**src/rtl/mem_port_arbiter.sv**
```systemverilog
// Arbitrates the single memory port between IFU and LSU, one transaction outstanding.
// LSU wins ties; a bounded streak counter guarantees IFU forward progress.
module mem_port_arbiter #(
  parameter int ADDR_W         = 64,
  parameter int DATA_W         = 64,
  parameter int LEN_W          = 8,
  parameter int MAX_LSU_STREAK = 4
) (
  input  logic              iClock,
  input  logic              iReset,
  input  logic              iIfuReqValid,
  output logic              oIfuReqReady,
  input  logic [ADDR_W-1:0] iIfuReqAddr,
  output logic              oIfuRespValid,
  output logic [DATA_W-1:0] oIfuRespData,
  input  logic              iLsuReqValid,
  output logic              oLsuReqReady,
  input  logic              iLsuReqWrEn,
  input  logic [ADDR_W-1:0] iLsuReqAddr,
  input  logic [DATA_W-1:0] iLsuReqWrData,
  input  logic [LEN_W-1:0]  iLsuReqWrLen,
  output logic              oLsuRespValid,
  output logic [DATA_W-1:0] oLsuRespData,
  output logic              oMemReqValid,
  input  logic              iMemReqReady,
  output logic              oMemReqWrEn,
  output logic [ADDR_W-1:0] oMemReqAddr,
  output logic [DATA_W-1:0] oMemReqWrData,
  output logic [LEN_W-1:0]  oMemReqWrLen,
  input  logic              iMemRespValid,
  input  logic [DATA_W-1:0] iMemRespData,
  output logic              oBusy,
  output logic              oProtoErr
);

  localparam int SW = $clog2(MAX_LSU_STREAK + 1);
  localparam logic [SW-1:0] STREAK_MAX = SW'(MAX_LSU_STREAK);

  typedef enum logic [1:0] {S_IDLE, S_REQ, S_RESP} state_t;

  state_t            r_state;
  state_t            w_next;
  logic              r_owner_lsu;
  logic [SW-1:0]     r_streak;
  logic              r_wr_en;
  logic [ADDR_W-1:0] r_addr;
  logic [DATA_W-1:0] r_wr_data;
  logic [LEN_W-1:0]  r_wr_len;
  logic              r_proto_err;
  logic              w_grant_lsu;
  logic              w_grant_ifu;
  logic              w_resp_fire;

  always_ff @(posedge iClock) begin
    if (iReset) r_state <= S_IDLE;
    else        r_state <= w_next;
  end

  always_comb begin
    w_next      = r_state;
    w_grant_lsu = 1'b0;
    w_grant_ifu = 1'b0;
    w_resp_fire = 1'b0;
    case (r_state)
      S_IDLE: begin
        // IFU only overrides LSU once the LSU has used up its streak allowance.
        w_grant_lsu = iLsuReqValid && !(iIfuReqValid && (r_streak == STREAK_MAX));
        w_grant_ifu = iIfuReqValid && !w_grant_lsu;
        if (w_grant_lsu || w_grant_ifu) w_next = S_REQ;
      end
      S_REQ: begin
        if (iMemReqReady) w_next = S_RESP;
      end
      S_RESP: begin
        if (iMemRespValid) begin
          w_resp_fire = 1'b1;
          w_next      = S_IDLE;
        end
      end
      default: w_next = S_IDLE;
    endcase
  end

  always_ff @(posedge iClock) begin
    if (iReset) begin
      r_owner_lsu <= 1'b0;
      r_streak    <= '0;
      r_wr_en     <= 1'b0;
      r_addr      <= '0;
      r_wr_data   <= '0;
      r_wr_len    <= '0;
      r_proto_err <= 1'b0;
    end else begin
      if (w_grant_lsu) begin
        r_owner_lsu <= 1'b1;
        r_wr_en     <= iLsuReqWrEn;
        r_addr      <= iLsuReqAddr;
        r_wr_data   <= iLsuReqWrData;
        r_wr_len    <= iLsuReqWrLen;
        if (!iIfuReqValid)              r_streak <= '0;
        else if (r_streak != STREAK_MAX) r_streak <= r_streak + SW'(1);
      end else if (w_grant_ifu) begin
        r_owner_lsu <= 1'b0;
        r_wr_en     <= 1'b0;
        r_addr      <= iIfuReqAddr;
        r_wr_data   <= '0;
        r_wr_len    <= '0;
        r_streak    <= '0;
      end
      if (iMemRespValid && (r_state != S_RESP)) r_proto_err <= 1'b1;
    end
  end

  assign oIfuReqReady  = w_grant_ifu;
  assign oLsuReqReady  = w_grant_lsu;
  assign oIfuRespValid = w_resp_fire && !r_owner_lsu;
  assign oLsuRespValid = w_resp_fire && r_owner_lsu;
  assign oIfuRespData  = oIfuRespValid ? iMemRespData : '0;
  assign oLsuRespData  = oLsuRespValid ? iMemRespData : '0;
  assign oMemReqValid  = (r_state == S_REQ);
  assign oMemReqWrEn   = r_wr_en;
  assign oMemReqAddr   = r_addr;
  assign oMemReqWrData = r_wr_data;
  assign oMemReqWrLen  = r_wr_len;
  assign oBusy         = (r_state != S_IDLE);
  assign oProtoErr     = r_proto_err;

endmodule
```
**config.mk**
```make
export PLATFORM = sky130hd
export DESIGN_NAME = mem_port_arbiter
export DESIGN_NICKNAME = d
export VERILOG_FILES = /design/src/rtl/mem_port_arbiter.sv
export SDC_FILE = /design/constraint.sdc
export NUM_CORES = 1
export LEC_CHECK = 0
export ABC_AREA = 1
export CAP_MARGIN = 20
export CORE_AREA = 2 2 210 212
export CTS_CLUSTER_DIAMETER = 100
export DETAILED_ROUTE_END_ITERATION = 10
export DIE_AREA = 0 0 212 214
export GPL_TIMING_DRIVEN = 0
export PLACE_DENSITY_LB_ADDON = 0.3
export SYNTH_ARGS = -nofsm -noshare
export SYNTH_HDL_FRONTEND = slang
export SYNTH_SLANG_ARGS = --single-unit
```
**constraint.sdc**
```tcl
create_clock -name iClock -period 2.1 [get_ports iClock]
set_clock_uncertainty 0.15 [all_clocks]
set_input_delay 0.42 -clock iClock [delete_from_list [all_inputs] [get_ports iClock]]
set_output_delay 0.42 -clock iClock [all_outputs]
set_load 0.005 [all_outputs]
```
==> qor.txt <==
====================================================================================
Pleak                                                                     0.00654 uW
Required time worst endpoint                                                 1.53 ns
Post-synthesis share of cell area spent on xor and xnor gates                     0%
Adder and majority gate portion of the synthesized area                       0.352%
Proportion of synthesized area in mux cells                                       0%
Routability congestion estimate                                                0.885
Average wire per standard cell                                          16.0 microns
Clock tree root buffer cell                                             sky130_fd_sc_hd__clkbuf_16
Most used DFF post-synth                                                sky130_fd_sc_hd__dfxtp_1
Cell type with the largest total area after synthesis                   sky130_fd_sc_hd__dfxtp_1
# placed instances                                                              2270
Largest family of logic cells by synthesized area                       simple AND/OR/NAND/NOR gates
Total via count after detailed routing                                          9334
Clk pin slew, worst setup/hold paths                                         0.07 ns
Slew at the pin closest to its max-slew limit                               0.746 ns
Count of antenna-violating nets left after detailed routing                        0
Final cycle utilization of the critical path                                    109%
Proportion of synthesized flip-flops having asynchronous set or reset             0%
Final critical delay including setup and external delays                     2.29 ns
Global router's overall resource usage                                         16.0%
Worst voltage drop across the vdd grid                                    0.000549 V
Placement row count                                                               76
Width of the chip                                                        212 microns
Via-to-Cell Ratio                                                               3.99
Largest net degree at the start of global routing                                 19
Area share of and/or/nand/nor cells after synthesis                            35.7%
Count of endpoints failing hold in the final timing report                         0
Arrival time of data at the critical path endpoint                           1.72 ns
Most frequent cell after synthesis                                      sky130_fd_sc_hd__nor2_1
Endpoint class of the critical path                                       output pin
Number of standard cells in the layout, taps in and fillers out                 2340
Total Neg Setup Slack                                                      -14.32 ns
Number of global-route vias before repair                                       9290
Hold_buf cts                                                                       0
Placed wire-length estimate                                             28700 microns
Sum of routed wire length over all layers                               37400 microns
Cell area after synthesis                                                 7100 sq um
Count of pins over their slew limit                                                0
Status                                                                  finished with violations
Count of boundary I/O pins                                                       543
Share of post-route cells with drive strength above 1                          20.3%
Hold Crit Depth                                                                    3
Leading cell types by total area after synthesis                        sky130_fd_sc_hd__dfxtp_1 (41%), sky130_fd_sc_hd__nor2_1 (17%), sky130_fd_sc_hd__nand2_1 (11%), sky130_fd_sc_hd__inv_1 (7.4%), sky130_fd_sc_hd__nand4_1 (6.5%)
Complex-gate fraction of the synthesized area                                  10.3%
EDFF count, synth                                                                  0
Violations in the final reports                                         negative setup slack
DRC marker count from the first detailed-route iteration                         364
Post-Synthesis Mean Instance Area                                         6.20 sq um
Insertion delay of the later-clocked pin in the worst-skew pair              0.45 ns
Global-route wire length before repair                                  55200 microns
Layout Nets                                                                     2013
Distinct cells, synth                                                             18
Unrepaired setup endpoints after global routing                                 true
Kind of critical path                                                     reg -> out
Layout Area Growth over Synthesis                                               106%
DIE HEIGHT                                                               214 microns
Reg-to-reg slack, setup                                                      0.09 ns
Number of flip-flops and latches in the synthesized netlist                      144
Final setup slack of the worst path                                        -0.185 ns
TritonCTS clock tree                                                             yes
Ys Warns                                                                           0
Die Area                                                                 45400 sq um
Worst relative slew slack                                                      50.3%
Core outline area                                                        42900 sq um
Number of clock buffers inserted by TritonCTS                                     17
Sum of overflow across all layers after global routing                             0
Share of synthesized area occupied by flip-flops and latches                   40.6%
Category of the worst setup path launch point                              flip-flop
Top post-synthesis cells by count                                       sky130_fd_sc_hd__nor2_1 (330), sky130_fd_sc_hd__nand2_1 (212), sky130_fd_sc_hd__dfxtp_1 (144)
Post-detailed-route DRC marker count                                               0
Classification of the worst-slack hold path                                in -> reg
TritonCTS sink count                                                             144
Critical path peak fanout                                                          5
PD cells                                                                 582 nW/um^2
Post-synth net total                                                            1418
Starting utilization of the core area                                          16.6%
Total of endpoints with negative setup slack in the final report                 127
Count of port buffers added during placement                                     540
Drt pass-1 iters                                                                   5
Share of the synthesized area in the top cell type                             40.6%
Number of instances in the synthesized netlist                                  1145
Path depth of the worst reg2reg path                                              11
MaxCap Viol Count                                                                  0
Peak Freq                                                                    438 MHz
Number of buffers between clock root and the deepest sink                          2
Initial antenna violation count                                                    2
Number of H-tree levels                                                            4
====================================================================================
==> cell usage in the layout (no fill, tap or decap), types with 30 or more instances in the layout <==
cell and instances:
sky130_fd_sc_hd__nand4_1 74, sky130_fd_sc_hd__o21ai_1 64, sky130_fd_sc_hd__clkbuf_16 30, sky130_fd_sc_hd__buf_2 101
sky130_fd_sc_hd__buf_6 30, sky130_fd_sc_hd__inv_1 136, sky130_fd_sc_hd__clkdlybuf4s50_1 404, sky130_fd_sc_hd__nor2_4 51
sky130_fd_sc_hd__dfxtp_1 139, sky130_fd_sc_hd__nand2_1 211, sky130_fd_sc_hd__nor2_1 255, sky130_fd_sc_hd__a21oi_1 78
==> logic make-up (layout without fill, tap and decap cells) <==
kind of cell             after synthesis  after routing
AO/OA/AOI/OAI                        145            145
adder cells (fa/ha/maj)                2              2
buffers and inverters                232            840
flip-flops                           144            144
other                                  0              2
AND/OR/NAND/NOR                      622            622
==> state kept, by name, indices dropped and copies added, names as in the netlist <==
signal,cells
r_state,2
r_streak,3
oMemReqWrData,64
oProtoErr,1
oMemReqAddr,64
oMemReqWrLen,8
oMemReqWrEn,1
r_owner_lsu,1
==> routing by layer <==
layer  vias to the layer above  share of wire (%)  GRT usage, %
met3                        55                7.7          4.87
met1                      4208                 41          18.3
met2                       321                 49          27.9
li1                       4748                  -             -
met4                         2                2.8          6.01
met5                         -              0.035             0
==> worst paths after layout <==
| path | startpoint | endpoint |
|---|---|---|
| hold / removal | iMemRespValid | oProtoErr |
| setup reg to reg | r_state[0] | oMemReqAddr[41] |
| hold reg to reg | oMemReqWrLen[3] | oMemReqWrLen[3] |
| setup / recovery | r_state[0] | oLsuRespData[34] |
==> timing repair <==
item / CTS / global route
buffers inserted: 23 / 8
endpoints found under the hold margin: 0 / 0
pin swaps: 7 / 4
resized for setup: 624 / 171
setup endpoints to repair: 140 / 194
cloned: 8 / 0
==> stage by stage <==
step / worst slack [ns] / hold WS, ns / total power, uW / util [%] / cell area [sq um]
floorplan: 0.315 / 0.307 / 4010 / - / 7100
finish: -0.185 / 0.296 / 8490 / 34.0 / 14600
CTS: -0.227 / 0.258 / 8580 / 33.4 / 14300
global route: -0.273 / 0.330 / 8980 / 34.0 / 14600
detailed placement: -1.06 / 0.306 / 5400 / 30.9 / 13200
global placement: -1.08 / 0.301 / 5390 / 30.9 / 13200
==> critical path, stage by stage, from the launching register on <==
cell,delay [ns]
sky130_fd_sc_hd__dfxtp_4,0.36
sky130_fd_sc_hd__inv_4,0.06
sky130_fd_sc_hd__nand3_4,0.09
sky130_fd_sc_hd__nor2_4,0.13
sky130_fd_sc_hd__clkinv_4,0.11
sky130_fd_sc_hd__buf_6,0.15
sky130_fd_sc_hd__clkbuf_16,0.17
sky130_fd_sc_hd__nor2_4,0.08
sky130_fd_sc_hd__buf_2,0.12
==> area by class of cell <==
type                    instances  area [sq um]
repair buffers                578          5340
multi-input cells             769          3790
flip-flops and latches        144          2890
plain buffers                  87           732
fillers                      4608         28300
well taps                     585           732
clock inverters                15           138
inverters                     143           549
diodes                          2          5.00
clock buffers                  17           425
==> power breakdown <==
part	leakage, uW	internal, uW	switching [uW]	total, uW
Combinational	0.00508	1300	1100	2410
Sequential	0.00119	2980	130	3110
Clock	0.000270	1640	1330	2970
No activity file was read; power rests on OpenSTA's default activity.
